`config.mk`:
```
export PLATFORM = sky130hd
export DESIGN_NAME = dvi_tx_timing_ctl
export DESIGN_NICKNAME = d
export VERILOG_FILES = /design/src/rtl/dvi_tx_timing_ctl.sv
export SDC_FILE = /design/constraint.sdc
export NUM_CORES = 1
export LEC_CHECK = 0
export BUFFER_PORTS_ARGS = -buffer_cell sky130_fd_sc_hd__clkbuf_2
export CORE_MARGIN = 2
export CORE_UTILIZATION = 51
export DETAILED_ROUTE_END_ITERATION = 8
export PLACE_DENSITY = 0.82
export REMOVE_ABC_BUFFERS = 1
export SYNTH_ARGS = -nofsm -noshare
export SYNTH_HDL_FRONTEND = slang
export SYNTH_SLANG_ARGS = --single-unit
```
`constraint.sdc`:
```
create_clock -name clk -period 2.8 [get_ports clk]
set_input_delay 0.56 -clock clk [delete_from_list [all_inputs] [get_ports clk]]
set_output_delay 0.56 -clock clk [all_outputs]
set_load 0.1 [all_outputs]
```
`src/rtl/dvi_tx_timing_ctl.sv`:
```
// dvi_tx_timing_ctl: pixel-clock timing sequencer in front of dvi_tx.
// Generates hsync/vsync/de from free-running h/v counters and pulls 24b pixels
// from a valid/ready stream during the active region. Frame alignment is
// checked against s_user at pixel (0,0); a misaligned frame forces a resync.
// Optional colour-bar test pattern: define DVI_TX_CTL_TPG_EN (adds tpg_sel).
module dvi_tx_timing_ctl #(
    parameter int   H_ACTIVE  = 640,
    parameter int   H_FP      = 16,
    parameter int   H_SYNC    = 96,
    parameter int   H_BP      = 48,
    parameter int   V_ACTIVE  = 480,
    parameter int   V_FP      = 10,
    parameter int   V_SYNC    = 2,
    parameter int   V_BP      = 33,
    parameter logic HSYNC_POL = 1'b0,
    parameter logic VSYNC_POL = 1'b0,
    parameter int   H_WIDTH   = 12,
    parameter int   V_WIDTH   = 11
) (
    input  logic        clk,
    input  logic        reset,
    input  logic        enable,
    input  logic [23:0] s_data,
    input  logic        s_user,
    input  logic        s_valid,
`ifdef DVI_TX_CTL_TPG_EN
    input  logic        tpg_sel,
`endif
    output logic        s_ready,
    output logic        out_vsync,
    output logic        out_hsync,
    output logic        out_de,
    output logic [23:0] out_data,
    output logic [3:0]  out_ctl,
    output logic        busy,
    output logic        frame_start,
    output logic        underflow
);
    localparam int H_TOTAL = H_ACTIVE + H_FP + H_SYNC + H_BP;
    localparam int V_TOTAL = V_ACTIVE + V_FP + V_SYNC + V_BP;

    localparam logic [H_WIDTH-1:0] H_LAST   = H_WIDTH'(H_TOTAL - 1);
    localparam logic [H_WIDTH-1:0] H_ACT    = H_WIDTH'(H_ACTIVE);
    localparam logic [H_WIDTH-1:0] HS_START = H_WIDTH'(H_ACTIVE + H_FP);
    localparam logic [H_WIDTH-1:0] HS_END   = H_WIDTH'(H_ACTIVE + H_FP + H_SYNC);
    localparam logic [V_WIDTH-1:0] V_LAST   = V_WIDTH'(V_TOTAL - 1);
    localparam logic [V_WIDTH-1:0] V_ACT    = V_WIDTH'(V_ACTIVE);
    localparam logic [V_WIDTH-1:0] VS_START = V_WIDTH'(V_ACTIVE + V_FP);
    localparam logic [V_WIDTH-1:0] VS_END   = V_WIDTH'(V_ACTIVE + V_FP + V_SYNC);

    typedef enum logic [1:0] {IDLE = 2'd0, RESYNC = 2'd1, RUN = 2'd2} state_t;

    state_t             state, state_nxt;
    logic [H_WIDTH-1:0] h;
    logic [V_WIDTH-1:0] v;
    logic               h_last, frame_end, active, at_origin;
    logic               hs_act, vs_act;
    logic               misalign_q, misalign_now;
    logic               tpg_mode, run_eff;
    logic [23:0]        pix;

    assign h_last    = (h == H_LAST);
    assign frame_end = h_last && (v == V_LAST);
    assign active    = (h < H_ACT) && (v < V_ACT);
    assign at_origin = (h == '0) && (v == '0);
    assign hs_act    = (h >= HS_START) && (h < HS_END);
    assign vs_act    = (v >= VS_START) && (v < VS_END);

    // Test pattern overrides the stream and behaves like RUN in any busy state
    assign run_eff   = (state == RUN) || (tpg_mode && state != IDLE);

    // An accepted pixel whose s_user disagrees with the (0,0) position means
    // the stream and the raster have drifted apart.
    assign misalign_now = (state == RUN) && !tpg_mode && active && s_valid &&
                          (s_user != at_origin);

    assign busy    = (state != IDLE);
    assign out_ctl = 4'b0000;

`ifdef DVI_TX_CTL_TPG_EN
    localparam logic [H_WIDTH+2:0] H_ACT_X = (H_WIDTH+3)'(H_ACTIVE);
    logic [2:0] bar;
    assign bar = 3'({h, 3'b000} / H_ACT_X);

    // Pattern selection is latched only between frames so a frame is never split
    always_ff @(posedge clk) begin
        if (reset)
            tpg_mode <= 1'b0;
        else if (state == IDLE || frame_end)
            tpg_mode <= tpg_sel;
    end
`else
    assign tpg_mode = 1'b0;
`endif

    // Pixel source for the active region: stream (zero on underflow) or bars
    always_comb begin
        pix = s_valid ? s_data : 24'h000000;
`ifdef DVI_TX_CTL_TPG_EN
        if (tpg_mode)
            pix = {{8{bar[2]}}, {8{bar[1]}}, {8{bar[0]}}};
`endif
    end

    // Handshake: RESYNC drains the stream but holds a start-of-frame pixel at
    // the head so it is still present when the frame boundary is reached.
    always_comb begin
        s_ready = 1'b0;
        if (!reset && !tpg_mode) begin
            case (state)
                RESYNC:  s_ready = !(s_valid && s_user);
                RUN:     s_ready = active;
                default: s_ready = 1'b0;
            endcase
        end
    end

    // State decisions only happen at the last cycle of a frame (or leaving IDLE)
    always_comb begin
        state_nxt = state;
        case (state)
            IDLE: if (enable) state_nxt = RESYNC;
            default: begin
                if (frame_end) begin
                    if (!enable)
                        state_nxt = IDLE;
                    else if (tpg_mode)
                        state_nxt = RESYNC;  // realign the stream once the pattern ends
                    else if (state == RESYNC)
                        state_nxt = (s_valid && s_user) ? RUN : RESYNC;
                    else
                        state_nxt = (misalign_q || misalign_now) ? RESYNC : RUN;
                end
            end
        endcase
    end

    // State register
    always_ff @(posedge clk) begin
        if (reset)
            state <= IDLE;
        else
            state <= state_nxt;
    end

    // Raster counters, parked at (0,0) while idle
    always_ff @(posedge clk) begin
        if (reset || state == IDLE) begin
            h <= '0;
            v <= '0;
        end else if (h_last) begin
            h <= '0;
            v <= (v == V_LAST) ? '0 : v + 1'b1;
        end else begin
            h <= h + 1'b1;
        end
    end

    // Remember a misaligned pixel until the frame boundary decides the next state
    always_ff @(posedge clk) begin
        if (reset || state == IDLE || frame_end)
            misalign_q <= 1'b0;
        else if (misalign_now)
            misalign_q <= 1'b1;
    end

    // Registered video outputs, one clock behind the counters
    always_ff @(posedge clk) begin
        if (reset) begin
            out_hsync   <= ~HSYNC_POL;
            out_vsync   <= ~VSYNC_POL;
            out_de      <= 1'b0;
            out_data    <= 24'h000000;
            frame_start <= 1'b0;
            underflow   <= 1'b0;
        end else begin
            out_hsync   <= (busy && hs_act) ? HSYNC_POL : ~HSYNC_POL;
            out_vsync   <= (busy && vs_act) ? VSYNC_POL : ~VSYNC_POL;
            out_de      <= run_eff && active;
            out_data    <= (run_eff && active) ? pix : 24'h000000;
            frame_start <= run_eff && active && at_origin;
            underflow   <= (state == RUN) && !tpg_mode && active && !s_valid;
        end
    end

endmodule
```
==> run summary <==
### Run status
- **status** completed

### Routing
- **via density per instance** 5.19
- **post-detailed-route DRC marker count** 0
- **first-pass iteration count of the detailed router** 4
- **vias after detailed routing** 1826
- **Antenna Nets Post-Route** 0
- **number of DRC markers in iteration 0** 56
- **total wire length after detailed routing** 4280 µm
- **routed length per placed instance** 12.1 µm

### Critical path
- **arrival time at the worst endpoint** 2.74 ns
- **Data required, critical path** 2.98 ns
- **endpoint kind of the worst setup timing path** flop
- **r2r worst-path depth** 5
- **highest fanout seen on the critical path** 12
- **origin of the critical flop-to-flop path** h[11]
- **capture instance of the worst register-to-register path** v[5]
- **register-to-register path setup slack** 0.24 ns
- **Setup Crit Path Kind** reg -> reg
- **Critical Path Source Type** flop

### Synthesis
- **distinct cell type count of the synthesized netlist** 33
- **number of enable-type register cells in the synthesized netlist** 0
- **number of register bits inferred by synthesis** 55
- **main combinational cell family by area after synthesis** simple AND/OR/NAND/NOR gates
- **share of Yosys cell area claimed by the top area cell type** 49.4%
- **share of cell area taken by muxes after synthesis** 0%
- **arithmetic-cell share of the synthesized area counting full adders, half adders and majority gates** 3.93%
- **number of synthesis warnings** 0
- **ranking of synthesized cells by area** sky130_fd_sc_hd__dfxtp_1 49%, sky130_fd_sc_hd__and3_1 7.0%, sky130_fd_sc_hd__xnor2_1 5.1%
- **post-synthesis share of cell area spent on and, or, nand and nor gates** 28.8%
- **async set-or-reset flop fraction in the synthesized netlist** 0%
- **cell count after synthesis** 242
- **top_reg_cell synth** sky130_fd_sc_hd__dfxtp_1
- **Cell Area, Synth** 2230 µm²
- **xor and xnor fraction of the mapped netlist area** 7.47%
- **average cell area after synthesis** 9.20 µm²
- **Synth area leader** sky130_fd_sc_hd__dfxtp_1
- **post-synthesis compound-gate area fraction** 4.78%
- **register area share after synthesis** 49.4%

### Placement
- **placed cell count** 344
- **DP Worst Slack** 0.267 ns
- **IO Port Bufs** 59
- **estimated wirelength of the detail-placed design** 3250 µm
- **final weighted congestion in routability-driven placement** 0.918

### Final layout
- **antenna diode instance count** 0
- **area growth from synthesis to layout** 18.8%
- **area used by multi-input combinational logic** 1020 µm²
- **most frequent cells in the layout** 59 x sky130_fd_sc_hd__clkbuf_2, 55 x sky130_fd_sc_hd__dfxtp_1, 28 x sky130_fd_sc_hd__nor2_1
- **proportion of layout cells with a drive suffix above 1** 24.3%
- **fillcell total** 362
- **most common library cell in the layout ignoring fill and taps** sky130_fd_sc_hd__clkbuf_2
- **Post-layout nets** 335
- **Sequential cell area** 1100 µm²
- **Post-Layout Cell Count** 352

### Global route
- **global-route met1 utilization** 21.5%
- **maximum number of pins on one net before global-route repair** 28
- **wire length of the first global-routing pass** 7110 µm
- **total congestion overflow** 0
- **Most Crowded Layer GR** met2
- **number of antenna violations at the first check in global routing** 0
- **met2 track demand over resource** 30.3%
- **total routing resource utilization after global routing** 17.9%
- **vias in the first global route** 1624
- **met3 track utilization from global routing** 4.91%

### CTS
- **number of buffers inserted for hold repair after clock tree synthesis** 0
- **buffers from clock root to sink, at most** 2
- **clk sinks** 55
- **Root Buffer** sky130_fd_sc_hd__clkbuf_8
- **clock tree from TritonCTS** done
- **number of cells upsized or downsized after cts** 0
- **Clock Latency Late Sink** 0.31 ns
- **CTS H-tree lvls** 2
- **number of buffers inserted during clock tree synthesis** 5
- **# Post-CTS Setup Buffers** 0
- **clock transition at the registers of the reported paths** 0.09 ns

### Floorplanning
- **Horiz. Die Dim** 70.1 µm
- **cell row count** 24
- **floorplan core area** 4290 µm²
- **Die Area** 4910 µm²
- **number of primary I/O pins** 64
- **effective utilization at floorplan** 51.9%
- **floorplan die height** 70.1 µm

### Worst hold path
- **Worst Min Path Start** misalign_q
- **Hold Path Depth** 2
- **Worst Hold Endpoint** misalign_q
- **Worst Hold Class** reg -> reg

### STA
- **final setup violation count** 0
- **RSZ-0062 raised after global routing** false
- **upper clock frequency limit** 391 MHz
- **transition time at the pin with the least slew margin** 0.587 ns
- **final worst path period need** 2.56 ns
- **Final period util** 91.4%
- **worst path setup slack after routing** 0.240 ns
- **headroom to the max-slew limit** 60.5%
- **final max-slew violation count** 0
- **number of failing hold endpoints at the final stage** 0
- **Post-Route Skew** 0.00593 ns

### Pwr
- **relative contribution of combinational cells to total power** 7.7%
- **Static Leak** 0.00116 µW
- **total power divided by cell area** 512 nW/µm²
- **total power of the final layout** 1350 µW
- **Peak VDD IR** 0.265 mV
- **Net Sw Power** 317 µW
- **sequential power share** 58.2%
- **net switching share of the total power** 23.4%
- **cell-internal power** 1040 µW
- **clock network power share** 34.2%

### Job
- **maximum capacitance violations** 0

==> sequential cells by signal, indices dropped and copies added (netlist names), 2 cells and up <==
signal,count
out_data,24
state,2
h,12
v,11
==> stage by stage <==
| stage | utilization (%) | hold slack [ns] | area [µm²] | TNS [ns] |
|---|---|---|---|---|
| after floorplan | - | 0.437 | 2170 | -0.0163 |
| after global placement | 59.2 | 0.456 | 2540 | 0 |
| after detailed placement | 59.2 | 0.464 | 2540 | 0 |
| after CTS | 61.6 | 0.474 | 2650 | 0 |
| after global routing | 61.6 | 0.474 | 2650 | 0 |
| final | 61.6 | 0.481 | 2650 | 0 |
==> routing by layer <==
metal / routed length, µm / part of all wire [%]
met2: 1920 / 45
met4: 72 / 1.7
met5: 0 / 0
met3: 305 / 7.1
met1: 1980 / 46
==> worst max-delay path: stages (launching register included) <==
cell and delay, ns:
sky130_fd_sc_hd__dfxtp_1 0.35, sky130_fd_sc_hd__or4_4 0.55, sky130_fd_sc_hd__or4_4 0.53, sky130_fd_sc_hd__or4_4 0.58
sky130_fd_sc_hd__nand2_1 0.33, sky130_fd_sc_hd__nor2_1 0.10
==> layout make-up <==
class                      instances  area share, %
sequential                        55           41.6
clock buffer                       7           3.64
clock inverter                     1          0.284
inverter                          13           1.84
multi-input combinational        163           38.4
tap                               52           2.46
timing repair buffer              61           11.7
==> power by group through the flow <==
stage | clock network (µW) | registers [µW] | logic (µW)
floorplan | 0 | 805 | 70.6
global placement | 0 | 806 | 103
detailed placement | 0 | 806 | 104
CTS | 481 | 788 | 104
global route | 498 | 788 | 114
finish | 463 | 788 | 104
==> cell families after synthesis <==
logic type,count (synthesis)
AND/OR/NAND/NOR,117
flip-flops,55
buffers and inverters,27
XOR/XNOR,19
AO/OA/AOI/OAI,16
adder cells (fa/ha/maj),7
other,1
==> worst max-delay path by stage <==
stage,from,end,slack [ns]
global placement,h[11],v[5],0.31
detailed placement,h[11],v[8],0.27
CTS,h[11],v[5],0.24
floorplan,h[8],s_ready,-0.02
finish,h[11],v[5],0.24
global route,h[11],v[0],0.17
==> synthesized netlist by cell type (all sizes together) (4+ instances only) <==
cell type and instances:
nand3 13, xor2 6, buf 5, nand4 7, and3 25, nor2 28
inv 13, xnor2 13, o21ai 4, nor3 7, or3 4, a21oi 4
or4 4, nor4 6, ha 7, clkbuf 9, dfxtp 55, nand2 13
(Power assumes the default switching activity.)
